===== config.mk =====
export PLATFORM = sky130hd
export DESIGN_NAME = wb_arbiter
export DESIGN_NICKNAME = d
export VERILOG_FILES = /design/src/rtl/wb_arbiter.sv
export SDC_FILE = /design/constraint.sdc
export NUM_CORES = 1
export LEC_CHECK = 0
export BUFFER_PORTS_ARGS = -buffer_cell sky130_fd_sc_hd__buf_2
export CAP_MARGIN = 15
export CORE_AREA = 2 2 118 120
export CTS_BUF_LIST = sky130_fd_sc_hd__clkbuf_16
export DETAILED_ROUTE_END_ITERATION = 10
export DIE_AREA = 0 0 120 122
export HOLD_SLACK_MARGIN = 0.03
export PLACE_DENSITY = 0.79
export SYNTH_ARGS = -nofsm -noshare
export SYNTH_HDL_FRONTEND = slang
export SYNTH_SLANG_ARGS = --single-unit

===== constraint.sdc =====
create_clock -name clk_in -period 2.5 [get_ports clk_in]
set_clock_uncertainty 0.15 [all_clocks]
set_input_delay 0.125 -clock clk_in [delete_from_list [all_inputs] [get_ports clk_in]]
set_output_delay 0.125 -clock clk_in [all_outputs]
set_load 0.02 [all_outputs]

===== src/rtl/wb_arbiter.sv =====
// wb_arbiter: write-back arbiter for the common data bus.
// Each requester (0=ALU, 1=LSB load, 2=branch unit) owns a one-entry holding
// slot. Pending slots are granted one per cycle in round-robin order, and the
// granted slot's contents are registered onto the CDB outputs. A slot being
// granted can take a new result on the same edge, so a single requester can
// stream one result per cycle when uncontended.
module wb_arbiter #(
  parameter int N_REQ  = 3,
  parameter int IDX_W  = 4,
  parameter int DATA_W = 32
) (
  input  logic                    clk_in,
  input  logic                    rst_in,
  input  logic                    rdy_in,
  input  logic                    clear,
  input  logic [N_REQ-1:0]        req_valid,
  input  logic [N_REQ*IDX_W-1:0]  req_rob_idx,
  input  logic [N_REQ*DATA_W-1:0] req_value,
  output logic [N_REQ-1:0]        req_ready,
  output logic                    cdb_valid,
  output logic [IDX_W-1:0]        cdb_rob_idx,
  output logic [DATA_W-1:0]       cdb_value,
  output logic [1:0]              cdb_src,
  output logic [15:0]             grant_cnt
);

  // Pointer wide enough to name any requester; at least one bit.
  localparam int PTR_W = (N_REQ > 1) ? $clog2(N_REQ) : 1;
  localparam logic [PTR_W-1:0] PTR_LAST = PTR_W'(N_REQ - 1);

  // Block may make progress this cycle: out of reset, not paused, not flushing.
  logic              advance;

  // Slot state gathered from the per-requester slot instances.
  logic [N_REQ-1:0]  pending;
  logic [IDX_W-1:0]  slot_idx [N_REQ];
  logic [DATA_W-1:0] slot_val [N_REQ];

  // Arbitration results.
  logic [N_REQ-1:0]  hi_oh;
  logic [N_REQ-1:0]  lo_oh;
  logic              hi_found;
  logic [N_REQ-1:0]  grant_raw;
  logic [N_REQ-1:0]  grant;
  logic              grant_any;
  logic [PTR_W-1:0]  grant_idx;
  logic [N_REQ-1:0]  accept;

  // Granted slot contents, muxed from the one-hot grant.
  logic [IDX_W-1:0]  sel_idx;
  logic [DATA_W-1:0] sel_val;

  // Registered state.
  logic [PTR_W-1:0]  rr_ptr_q, rr_ptr_d;
  logic              cdb_valid_q, cdb_valid_d;
  logic [IDX_W-1:0]  cdb_rob_idx_q, cdb_rob_idx_d;
  logic [DATA_W-1:0] cdb_value_q, cdb_value_d;
  logic [1:0]        cdb_src_q, cdb_src_d;
  logic [15:0]       grant_cnt_q, grant_cnt_d;

  assign advance   = rst_in & rdy_in & ~clear;
  assign grant     = advance ? grant_raw : '0;
  assign grant_any = |grant;

  // A slot accepts when empty or when it is being drained this same edge.
  assign req_ready = {N_REQ{advance}} & (~pending | grant);
  assign accept    = req_valid & req_ready;

  // Per-requester holding slot: refill wins over drain on the same edge.
  for (genvar gi = 0; gi < N_REQ; gi++) begin : g_slot
    logic              pend_q, pend_d;
    logic [IDX_W-1:0]  idx_q, idx_d;
    logic [DATA_W-1:0] val_q, val_d;

    // Next slot contents: flush, fill, drain or hold.
    always_comb begin
      pend_d = pend_q;
      idx_d  = idx_q;
      val_d  = val_q;
      if (rdy_in) begin
        if (clear) begin
          pend_d = 1'b0;
        end else if (accept[gi]) begin
          pend_d = 1'b1;
          idx_d  = req_rob_idx[gi*IDX_W +: IDX_W];
          val_d  = req_value[gi*DATA_W +: DATA_W];
        end else if (grant[gi]) begin
          pend_d = 1'b0;
        end
      end
    end

    // Slot registers with synchronous active-low reset.
    always_ff @(posedge clk_in) begin
      if (!rst_in) begin
        pend_q <= 1'b0;
        idx_q  <= '0;
        val_q  <= '0;
      end else begin
        pend_q <= pend_d;
        idx_q  <= idx_d;
        val_q  <= val_d;
      end
    end

    assign pending[gi]  = pend_q;
    assign slot_idx[gi] = idx_q;
    assign slot_val[gi] = val_q;
  end

  // Round-robin pick: lowest pending slot at or above rr_ptr, else lowest overall.
  always_comb begin
    hi_oh    = '0;
    lo_oh    = '0;
    hi_found = 1'b0;
    for (int i = N_REQ - 1; i >= 0; i--) begin
      if (pending[i]) begin
        lo_oh    = '0;
        lo_oh[i] = 1'b1;
        if (i >= int'(rr_ptr_q)) begin
          hi_oh    = '0;
          hi_oh[i] = 1'b1;
          hi_found = 1'b1;
        end
      end
    end
    grant_raw = hi_found ? hi_oh : lo_oh;
  end

  // Encode the one-hot grant and mux out the granted slot's contents.
  always_comb begin
    grant_idx = '0;
    sel_idx   = '0;
    sel_val   = '0;
    for (int i = 0; i < N_REQ; i++) begin
      if (grant_raw[i]) begin
        grant_idx = PTR_W'(i);
        sel_idx   = sel_idx | slot_idx[i];
        sel_val   = sel_val | slot_val[i];
      end
    end
  end

  // Next CDB, pointer and counter state; rdy_in low holds everything.
  always_comb begin
    cdb_valid_d   = cdb_valid_q;
    cdb_rob_idx_d = cdb_rob_idx_q;
    cdb_value_d   = cdb_value_q;
    cdb_src_d     = cdb_src_q;
    rr_ptr_d      = rr_ptr_q;
    grant_cnt_d   = grant_cnt_q;
    if (rdy_in) begin
      if (clear) begin
        // Flush kills the in-flight broadcast and restarts arbitration at 0.
        cdb_valid_d = 1'b0;
        rr_ptr_d    = '0;
      end else if (grant_any) begin
        cdb_valid_d   = 1'b1;
        cdb_rob_idx_d = sel_idx;
        cdb_value_d   = sel_val;
        cdb_src_d     = 2'(grant_idx);
        rr_ptr_d      = (grant_idx == PTR_LAST) ? '0 : grant_idx + PTR_W'(1);
        if (grant_cnt_q != 16'hFFFF) begin
          grant_cnt_d = grant_cnt_q + 16'd1;
        end
      end else begin
        cdb_valid_d = 1'b0;
      end
    end
  end

  // Output and arbitration registers with synchronous active-low reset.
  always_ff @(posedge clk_in) begin
    if (!rst_in) begin
      rr_ptr_q      <= '0;
      cdb_valid_q   <= 1'b0;
      cdb_rob_idx_q <= '0;
      cdb_value_q   <= '0;
      cdb_src_q     <= 2'd0;
      grant_cnt_q   <= 16'd0;
    end else begin
      rr_ptr_q      <= rr_ptr_d;
      cdb_valid_q   <= cdb_valid_d;
      cdb_rob_idx_q <= cdb_rob_idx_d;
      cdb_value_q   <= cdb_value_d;
      cdb_src_q     <= cdb_src_d;
      grant_cnt_q   <= grant_cnt_d;
    end
  end

  assign cdb_valid   = cdb_valid_q;
  assign cdb_rob_idx = cdb_rob_idx_q;
  assign cdb_value   = cdb_value_q;
  assign cdb_src     = cdb_src_q;
  assign grant_cnt   = grant_cnt_q;

endmodule


==> results.ini, run 1 <==
[status]
status = finished, final reports clean

[cells_and_area]
area_delta_synth_final_pct = 39.7
fin_cells = 1280
fillCellCount = 981
final_nets = 1202
mostFrequentLayoutCells = buf_2, dfxtp_1, nand2_1
layout-drive-gt1-share_pct = 21.3
mostFrequentLayoutCell = buf_2

[placed_design]
placedCellCount = 1131
portBuffers = 172
dp_slack_ps = 360
dp_hpwl_um = 12300
place.gp.congestion = 0.865

[worst_setup_path]
cp-start-kind = flop
worstSetupEndpointType = output pin
cp_common_cell = nor2_1
critical_path_class = flop to output pin
crit_chain = o21ba_1, a211oi_4, buf_12, nor2_1, nor2_1, buf_2
arrival_ps = 2130
worstRegToRegCells = 6
path_delay_family = compound AO/OA/AOI/OAI gates
cpMaxStageDelayCell = dfxtp_1
critPathMaxFanout = 20
r2r_start = g_slot[0].pend_q
ff2ff_setup_slack_ps = 140
cp_slowest_stage_delay_ps = 460
timing.rr.end = g_slot[2].val_q[30]
cp.required_ps = 2230
path_buf_inv = 2

[power]
power_mw = 5.97
power.switching_mw = 1.39
p_leak_nw = 4.34
seqPwrFrac_pct = 47.0
power_frac_clock_pct = 43.0
peakVddDrop_mv = 0.438
pwr_density_cell_nw_per_um2 = 610
p_int_mw = 4.58
switching_share_pct = 23.3
power_frac_comb_pct = 9.9

[sta]
setup_tns_ps = 0
finalSetupViolations = 0
worst_pin_slew_ps = 925
finalHoldViolations = 0
slew_viol_final = 0
fin_crit_ps = 2410
max_slew_margin_pct = 38.3
fin_hold_ws_ps = 221
timing.final.crit_share_pct = 96.3
fmax_ghz = 0.415
layout_setup_ws_ps = 92.8

[drt]
routed_wirelength_um = 23300
via_per_inst = 5.79
vias = 7410
wire_per_inst_um = 18.2
drtIter0Drc = 778
drc_errors = 0
ant_nets = 0
drt_pass1_iterations = 6

[floorplan]
ios = 173
die_area_um2 = 14600
fp.dieH_um = 122
fp.dieW_um = 120
core-area_um2 = 13500
rows = 43
start_util_pct = 51.8

[global_route]
antenna_found_initial = 1
grt_pass1_wl_um = 35300
grt_usage_pct = 30.7
overflow = 0
grt_start_max_net_pins = 97
grt_pass1_vias = 7060

[synth]
ys_dominant_reg_cell = dfxtp_1
syn_nets = 945
synth-warning-count = 0
async_flop_share_pct = 0
syn_area_um2 = 7000
ys_ff_latch = 168
synth_seq_area_share_pct = 48.0
synth_edf_count = 0
postSynthCellCount = 829
syn_area_per_cell_um2 = 8.45
yosysUniqueCellTypes = 50

[cts]
tritoncts = built
clk_pin_slew_ps = 60
clk_latency_ps = 430
post_cts.repair.setup_buffers = 0
clock-sinks = 168
numCtsBuffers = 17
cts-root-buf = clkbuf_16
htreeDepth = 4
clk_path_buf_depth = 2

[run]
maxCapViolCount = 0

[min_path]
min_delay_worst_endpoint = g_slot[1].idx_q[2]
hp-class = input pin to flop
hold_depth = 4
worstHoldStart = req_valid[1]

==> tightest hold or removal path: stages <==
cell     delay (ps)
buf_2            80
and2_2          140
and2_2          300
o21ai_1         100
==> metrics by stage <==
step / cell area (µm²) / util (%)
floorplan: 7000 / -
global placement: 8010 / 59.3
detailed placement: 8010 / 59.3
CTS: 9740 / 72.1
global route: 9780 / 72.4
finish: 9780 / 72.4
==> state kept, by name, summed over array words and instances, names as in the netlist <==
register,cells
cdb_rob_idx,4
g_slot.pend_q,3
cdb_value,32
g_slot.idx_q,12
g_slot.val_q,96
grant_cnt,16
cdb_valid,1
cdb_src,2
rr_ptr_q,2
==> timing repair <==
action	4_1_cts	5_1_grt
hold buffers	115	0
pin swaps	0	1
cloned	0	1
endpoints found under the hold margin	128	0
resized for setup	1	6
endpoints found under the setup margin	2	4
==> cells by family after synthesis <==
| family | Yosys count | share of synthesized area (%) |
|---|---|---|
| mux | 48 | 6.86 |
| flops | 168 | 48.0 |
| simple gates | 256 | 17.2 |
| fa+ha+maj | 1 | 0.179 |
| buf+inv | 115 | 7.18 |
| compound gates | 241 | 20.6 |
==> power groups by stage <==
stage               Sequential [mW]  Combinational, mW  Clock (mW)
floorplan                      2.86              0.219           0
global placement               2.86              0.415           0
detailed placement             2.86              0.420           0
CTS                            2.80              0.559        2.57
global route                   2.81              0.632        2.70
finish                         2.81              0.594        2.57
==> synthesized netlist by cell type, types with 2 or more instances <==
cell type  number  area [µm²]
dfxtp_1       168        3360
nand2_1       126         473
nand3_1        83         415
o21ai_1        75         375
a21oi_1        66         330
mux2i_1        48         480
inv_1          42         158
o21ai_0        34         170
buf_2          33         165
clkbuf_1       33         124
a32oi_1        29         254
a22oi_1         8        60.1
and2_1          8        50.1
nand2b_1        8        50.1
o221ai_1        7        61.3
nand4_1         5        31.3
nor2_1          5        18.8
and3_1          3        18.8
buf_6           3        33.8
nor4_1          3        18.8
o31ai_1         3        22.5
a211oi_1        2        15.0
a31o_1          2        17.5
a31oi_1         2        12.5
and3b_1         2        17.5
and4_1          2        17.5
buf_1           2        7.51
buf_4           2        15.0
nor3_1          2        10.0
o211ai_1        2        15.0
o311ai_1        2        17.5
==> layout make-up <==
class | count | area [µm²] | share of cell area, %
clock buffer | 17 | 425 | 4.35
multi-input combinational | 546 | 3200 | 32.8
clock inverter | 15 | 146 | 1.50
timing repair buffer | 311 | 2260 | 23.1
inverter | 42 | 158 | 1.61
antenna | 1 | 2.50 | 0.0256
tap | 180 | 225 | 2.30
sequential | 168 | 3360 | 34.4
==> worst max-delay path by stage <==
stage / slack, ps / end / depth (start not counted) / startpoint
after floorplan: 610 / req_ready[0] / 7 / g_slot[2].pend_q
after global placement: 410 / req_ready[1] / 5 / g_slot[0].pend_q
after detailed placement: 360 / req_ready[1] / 5 / g_slot[0].pend_q
after CTS: 20 / req_ready[1] / 5 / rr_ptr_q[0]
after global routing: -0.5 / g_slot[2].val_q[29] / 9 / rst_in
final: 90 / req_ready[0] / 6 / g_slot[1].pend_q
==> routing by layer <==
metal  routed length, µm  GRT usage, %  up-vias
li1                    -             -     3448
met5                   0             0        -
met3                1840          6.98       92
met1                9310          36.6     3454
met4                 976          17.0        0
met2               11200          51.3      416
(Power assumes the default switching activity.)
==> inputs of run 2 (changes only) <==
--- a/config.mk
+++ b/config.mk
@@ -5,14 +5,16 @@
 export SDC_FILE = /design/constraint.sdc
 export NUM_CORES = 1
 export LEC_CHECK = 0
-export BUFFER_PORTS_ARGS = -buffer_cell sky130_fd_sc_hd__buf_2
+export BUFFER_PORTS_ARGS = -buffer_cell sky130_fd_sc_hd__clkbuf_2
 export CAP_MARGIN = 15
 export CORE_AREA = 2 2 118 120
 export CTS_BUF_LIST = sky130_fd_sc_hd__clkbuf_16
 export DETAILED_ROUTE_END_ITERATION = 10
 export DIE_AREA = 0 0 120 122
+export GPL_TIMING_DRIVEN = 0
 export HOLD_SLACK_MARGIN = 0.03
 export PLACE_DENSITY = 0.79
 export SYNTH_ARGS = -nofsm -noshare
 export SYNTH_HDL_FRONTEND = slang
 export SYNTH_SLANG_ARGS = --single-unit
+export TNS_END_PERCENT = 100
==> results.ini, run 2 (synthesis gave the netlist of run 1 again) <==
[status]
status = finished, final reports clean  ; unchanged

[cells_and_area]
multi_input_area_um2 = 3140  ; was 3200 µm²
mostFrequentLayoutCells = clkbuf_2, dfxtp_1, nand2_1  ; was buf_2, dfxtp_1, nand2_1
fillCellCount = 1004  ; was 981
layout-drive-gt1-share_pct = 21.6  ; was 21.3%
mostFrequentLayoutCell = clkbuf_2  ; was buf_2
antenna_cells = 0  ; was 1
area_delta_synth_final_pct = 40.3  ; was 39.7%
seqCellArea_um2 = 3360  ; unchanged
final_nets = 1250  ; was 1,202
largest_reg_flops = 96  ; unchanged
top_register = g_slot.val_q  ; unchanged

[floorplan]
fp.dieW_um = 120  ; unchanged
rows = 43  ; unchanged
start_util_pct = 51.8  ; unchanged
fp.dieH_um = 122  ; unchanged
ios = 173  ; unchanged
core-area_um2 = 13500  ; unchanged
die_area_um2 = 14600  ; unchanged

[global_route]
overflow = 0  ; unchanged
grt_pass1_vias = 7523  ; was 7,060
grt_start_max_net_pins = 17  ; was 97
grt_pass1_wl_um = 38000  ; was 35,300 µm
antenna_found_initial = 0  ; was 1
grt_usage_pct = 33.9  ; was 30.7%

[power]
pwr_density_cell_nw_per_um2 = 606  ; was 610 nW/µm²
power_frac_clock_pct = 42.5  ; was 43.0%
p_leak_nw = 4.38  ; was 4.34 nW
power_frac_comb_pct = 10.4  ; was 9.9%
peakVddDrop_mv = 0.533  ; was 0.438 mV
seqPwrFrac_pct = 47.1  ; was 47.0%
p_int_mw = 4.49  ; was 4.58 mW
power.switching_mw = 1.46  ; was 1.39 mW
switching_share_pct = 24.5  ; was 23.3%

[cts]
clk_pin_slew_ps = 70  ; was 60 ps
cts-root-buf = clkbuf_16  ; unchanged
clk_path_buf_depth = 2  ; unchanged
tritoncts = built  ; unchanged
numCtsBuffers = 17  ; unchanged
htreeDepth = 4  ; unchanged
clock-sinks = 168  ; unchanged
clk_latency_ps = 440  ; was 430 ps

[sta]
finalHoldViolations = 0  ; unchanged
fmax_ghz = 0.407  ; was 0.415 GHz
timing.final.crit_share_pct = 98.2  ; was 96.3%
layout_setup_ws_ps = 44.1  ; was 92.8 ps
fin_crit_ps = 2460  ; was 2410 ps
slew_viol_final = 0  ; unchanged
rsz0062_at_grt = no
worst_pin_slew_ps = 755  ; was 925 ps
max_slew_margin_pct = 49.7  ; was 38.3%
finalSetupViolations = 0  ; unchanged
setup_tns_ps = 0  ; unchanged

[worst_setup_path]
critPathMaxFanout = 10  ; was 20
worstSetupEndpointType = flop  ; was output pin
critical_path_class = flop to flop  ; was flop to output pin
cp.required_ps = 2670  ; was 2230 ps
crit_chain = buf_6, o21ba_2, a211oi_4, buf_4, clkbuf_1, a32oi_1, a21oi_1  ; was o21ba_1, a211oi_4, buf_12, nor2_1, nor2_1, buf_2
cp-start-kind = flop  ; unchanged
worstRegToRegCells = 7  ; was 6
arrival_ps = 2620  ; was 2130 ps
cp_slowest_stage_delay_ps = 500  ; was 460 ps
cpMaxStageDelayCell = clkbuf_1  ; was dfxtp_1

[drt]
via_per_inst = 5.87  ; was 5.79
ant_nets = 0  ; unchanged
drtIter0Drc = 981  ; was 778
drc_errors = 0  ; unchanged
routed_wirelength_um = 25100  ; was 23,300 µm
vias = 7785  ; was 7,410
drt_pass1_iterations = 6  ; unchanged
wire_per_inst_um = 19.0  ; was 18.2 µm

[min_path]
hold_depth = 4  ; unchanged
hp-class = input pin to flop  ; unchanged

[placed_design]
dp_slack_ps = 212  ; was 360 ps
portBuffers = 171  ; was 172
dp_hpwl_um = 15300  ; was 12,300 µm
place.gp.congestion = 0.872  ; was 0.865

[run]
maxCapViolCount = 0  ; unchanged

-- run 2: critical path, delay by kind of cell, from the launching register on --
| kind | cells | cell delay (ps) |
|---|---|---|
| flip-flops | 1 | 330 |
| buffers and inverters | 3 | 830 |
| AO/OA/AOI/OAI | 4 | 1030 |
-- run 2: through the flow --
step | hold WS (ps) | instance area [µm²] | cells | power (mW) | utilization [%]
global placement | 195 | 8080 | 1180 | 3.29 | 59.9
finish | 189 | 9830 | 1327 | 5.95 | 72.8
detailed placement | 198 | 8080 | 1180 | 3.30 | 59.9
floorplan | 101 | 7000 | 829 | 3.08 | -
CTS | 159 | 9800 | 1327 | 5.91 | 72.6
global route | 214 | 9830 | 1327 | 6.13 | 72.8
-- run 2: final timing paths --
check / from / endpoint / slack, ps
worst max-delay path: g_slot[2].pend_q / cdb_value[7] / 40
worst min register to register: g_slot[2].val_q[22] / g_slot[2].val_q[22] / 300
worst min-delay path: rst_in / cdb_rob_idx[1] / 190
worst max register to register: g_slot[2].pend_q / cdb_value[7] / 40
-- run 2: cell type report --
cell class,count,area share (%)
clock buffers,17,4.33
multi-input cells,546,32.0
clock inverters,15,1.38
well taps,180,2.29
plain buffers,73,3.69
flip-flops and latches,168,34.2
inverters,42,1.60
repair buffers,286,20.5
-- run 2: per-layer routing --
metal	vias up	global-route usage (%)	wire, µm
li1	3543	-	-
met1	3603	40.4	9580
met5	-	0	0
met2	525	55.3	11800
met4	0	18.2	1250
met3	114	10.0	2520
-- run 2: power by group through the flow --
| stage | combinational, mW | sequential (mW) | clock (mW) |
|---|---|---|---|
| 2_1_floorplan | 0.219 | 2.86 | 0 |
| 3_3_place_gp | 0.437 | 2.86 | 0 |
| 3_5_place_dp | 0.442 | 2.86 | 0 |
| 4_1_cts | 0.587 | 2.80 | 2.52 |
| 5_1_grt | 0.657 | 2.81 | 2.67 |
| 6_report | 0.619 | 2.80 | 2.53 |
-- run 2: repair_timing --
action / CTS / global route
endpoints found under the hold margin: 114 / 0
buffers inserted: 2 / 0
pin swaps: 1 / 1
endpoints found under the setup margin: 1 / 3
hold buffers: 113 / 0
gates resized for setup: 4 / 11
==> inputs of run 3 (changes only) <==
--- a/config.mk
+++ b/config.mk
@@ -5,7 +5,7 @@
 export SDC_FILE = /design/constraint.sdc
 export NUM_CORES = 1
 export LEC_CHECK = 0
-export BUFFER_PORTS_ARGS = -buffer_cell sky130_fd_sc_hd__clkbuf_2
+export BUFFER_PORTS_ARGS = -buffer_cell sky130_fd_sc_hd__buf_2
 export CAP_MARGIN = 15
 export CORE_AREA = 2 2 118 120
 export CTS_BUF_LIST = sky130_fd_sc_hd__clkbuf_16
==> results.ini, run 3 (synthesis gave the netlist of run 1 again) <==
[global_route]
antenna_found_initial = 1  ; was 0
grt_pass1_wl_um = 37100  ; was 38,000 µm
overflow = 0  ; unchanged
grt_usage_pct = 32.8  ; was 33.9%
grt_start_max_net_pins = 17  ; unchanged
grt_pass1_vias = 7368  ; was 7,523

[drt]
drtIter0Drc = 910  ; was 981
wire_per_inst_um = 18.5  ; was 19.0 µm
via_per_inst = 5.75  ; was 5.87
drc_errors = 0  ; unchanged
ant_nets = 0  ; unchanged
routed_wirelength_um = 24500  ; was 25,100 µm
drt_pass1_iterations = 6  ; unchanged
vias = 7622  ; was 7,785

[sta]
fin_crit_ps = 2400  ; was 2460 ps
timing.final.crit_share_pct = 96.0  ; was 98.2%
finalSetupViolations = 0  ; unchanged
max_slew_margin_pct = 51.6  ; was 49.7%
rsz0062_at_grt = no  ; unchanged
worst_pin_slew_ps = 726  ; was 755 ps
fmax_ghz = 0.417  ; was 0.407 GHz
slew_viol_final = 0  ; unchanged
setup_tns_ps = 0  ; unchanged
finalHoldViolations = 0  ; unchanged

[placed_design]
place_area_um2 = 8080  ; unchanged
place.gp.congestion = 0.873  ; was 0.872
portBuffers = 171  ; unchanged
dp_hpwl_um = 15200  ; was 15,300 µm
placedCellCount = 1180  ; unchanged

[floorplan]
fp.dieW_um = 120  ; unchanged
start_util_pct = 51.8  ; unchanged
core-area_um2 = 13500  ; unchanged
fp.dieH_um = 122  ; unchanged
rows = 43  ; unchanged
die_area_um2 = 14600  ; unchanged
ios = 173  ; unchanged

[worst_setup_path]
worstRegToRegCells = 6  ; was 7
cp_common_cell = buf_4
arrival_ps = 2130  ; was 2620 ps
cp-start-kind = flop  ; unchanged
ff2ff_setup_slack_ps = 290  ; was 40 ps
worstSetupEndpointType = output pin  ; was flop
cp.required_ps = 2230  ; was 2670 ps
critical_path_class = flop to output pin  ; was flop to flop
r2r_start = g_slot[2].pend_q  ; unchanged
cpMaxStageDelayCell = dfxtp_1  ; was clkbuf_1
critPathMaxFanout = 10  ; unchanged
cp_slowest_stage_delay_ps = 320  ; was 500 ps
timing.rr.end = cdb_value[7]  ; unchanged
crit_chain = buf_4, o21ba_1, a211oi_4, buf_6, buf_4, nor2_1, nor2_1, buf_4  ; was buf_6, o21ba_2, a211oi_4, buf_4, clkbuf_1, a32oi_1, a21oi_1

[cts]
clk_pin_slew_ps = 60  ; was 70 ps
numCtsBuffers = 17  ; unchanged
cts-root-buf = clkbuf_16  ; unchanged
clock-sinks = 168  ; unchanged
tritoncts = built  ; unchanged
clk_latency_ps = 440  ; about the same
clk_path_buf_depth = 2  ; unchanged
htreeDepth = 4  ; unchanged

[cells_and_area]
largest_reg_flops = 96  ; unchanged
top_register = g_slot.val_q  ; unchanged
layout-drive-gt1-share_pct = 21.0  ; was 21.6%
area_delta_synth_final_pct = 39.7  ; was 40.3%
mostFrequentLayoutCell = buf_2  ; was clkbuf_2
final_core_util_pct = 72.4  ; was 72.8%
final_area_um2 = 9780  ; was 9830 µm²
mostFrequentLayoutCells = buf_2, dfxtp_1, nand2_1  ; was clkbuf_2, dfxtp_1, nand2_1
final_nets = 1248  ; was 1,250
fin_cells = 1326  ; was 1,327

[power]
p_leak_nw = 4.38  ; about the same
power_mw = 5.90  ; was 5.95 mW
peakVddDrop_mv = 0.499  ; was 0.533 mV
pwr_density_cell_nw_per_um2 = 603  ; was 606 nW/µm²

[min_path]
min_delay_worst_endpoint = cdb_rob_idx[1]  ; unchanged
worstHoldStart = rst_in  ; unchanged
hp-class = input pin to flop  ; unchanged
hold_depth = 4  ; unchanged

[run]
maxCapViolCount = 0  ; unchanged

[status]
status = finished, final reports clean  ; unchanged

[run 3: changes by cell type in the layout (fill, tap and decap cells not counted), sizes merged]
cell	previous run	this run
clkbuf	220	50
inv	43	44
dlygate4sd3	113	112
buf	43	212
clkinv	11	10
diode	0	1
[run 3: power breakdown]
part | total [mW] | internal, mW | switching, mW
sequential | 2.80 | 2.76 | 0.0444
combinational | 0.606 | 0.282 | 0.324
clock | 2.49 | 1.43 | 1.05
[run 3: area by class of cell]
| type | count | area, µm² |
|---|---|---|
| antenna | 1 | 2.50 |
| buffer | 73 | 354 |
| clock buffer | 17 | 425 |
| clock inverter | 15 | 119 |
| fill | 993 | 3730 |
| inverter | 42 | 158 |
| multi-input combinational | 546 | 3140 |
| sequential | 168 | 3360 |
| tap | 180 | 225 |
| timing repair buffer | 284 | 1990 |
[run 3: timing repair]
item / CTS / global route
endpoints found under the hold margin: 114 / 0
pin swaps: 0 / 1
setup endpoints to repair: 1 / 1
setup buffers: 1 / 0
hold buffers: 112 / 0
gates resized for setup: 3 / 4
[run 3: metal layers]
layer  vias to the layer above  track usage (%)  part of all wire, %
met4                         0             14.0                  3.4
met3                        82             8.90                  9.5
met5                         -                0                    0
li1                       3537                -                    -
met1                      3547             39.8                   39
met2                       456             55.0                   48
[run 3: per-stage QoR]
step                worst slack, ps  hold slack, ps
finish                         99.1             162
floorplan                       615             101
global route                   3.19             191
global placement                315             198
detailed placement              275             207
CTS                            52.5             154
[run 3: worst max-delay path: cells and delay by family, from the launching register on]
family | cells | cell delay, ps
buf+inv | 4 | 650
compound gates | 2 | 510
simple gates | 2 | 210
flops | 1 | 320
[run 3: worst max-delay path by stage]
stage	to	start	slack, ps
6_report	req_ready[0]	g_slot[2].pend_q	100
5_1_grt	req_ready[0]	g_slot[2].pend_q	3
2_1_floorplan	req_ready[0]	g_slot[2].pend_q	610
3_3_place_gp	req_ready[0]	g_slot[2].pend_q	320
3_5_place_dp	req_ready[0]	g_slot[2].pend_q	270
4_1_cts	req_ready[0]	g_slot[2].pend_q	50
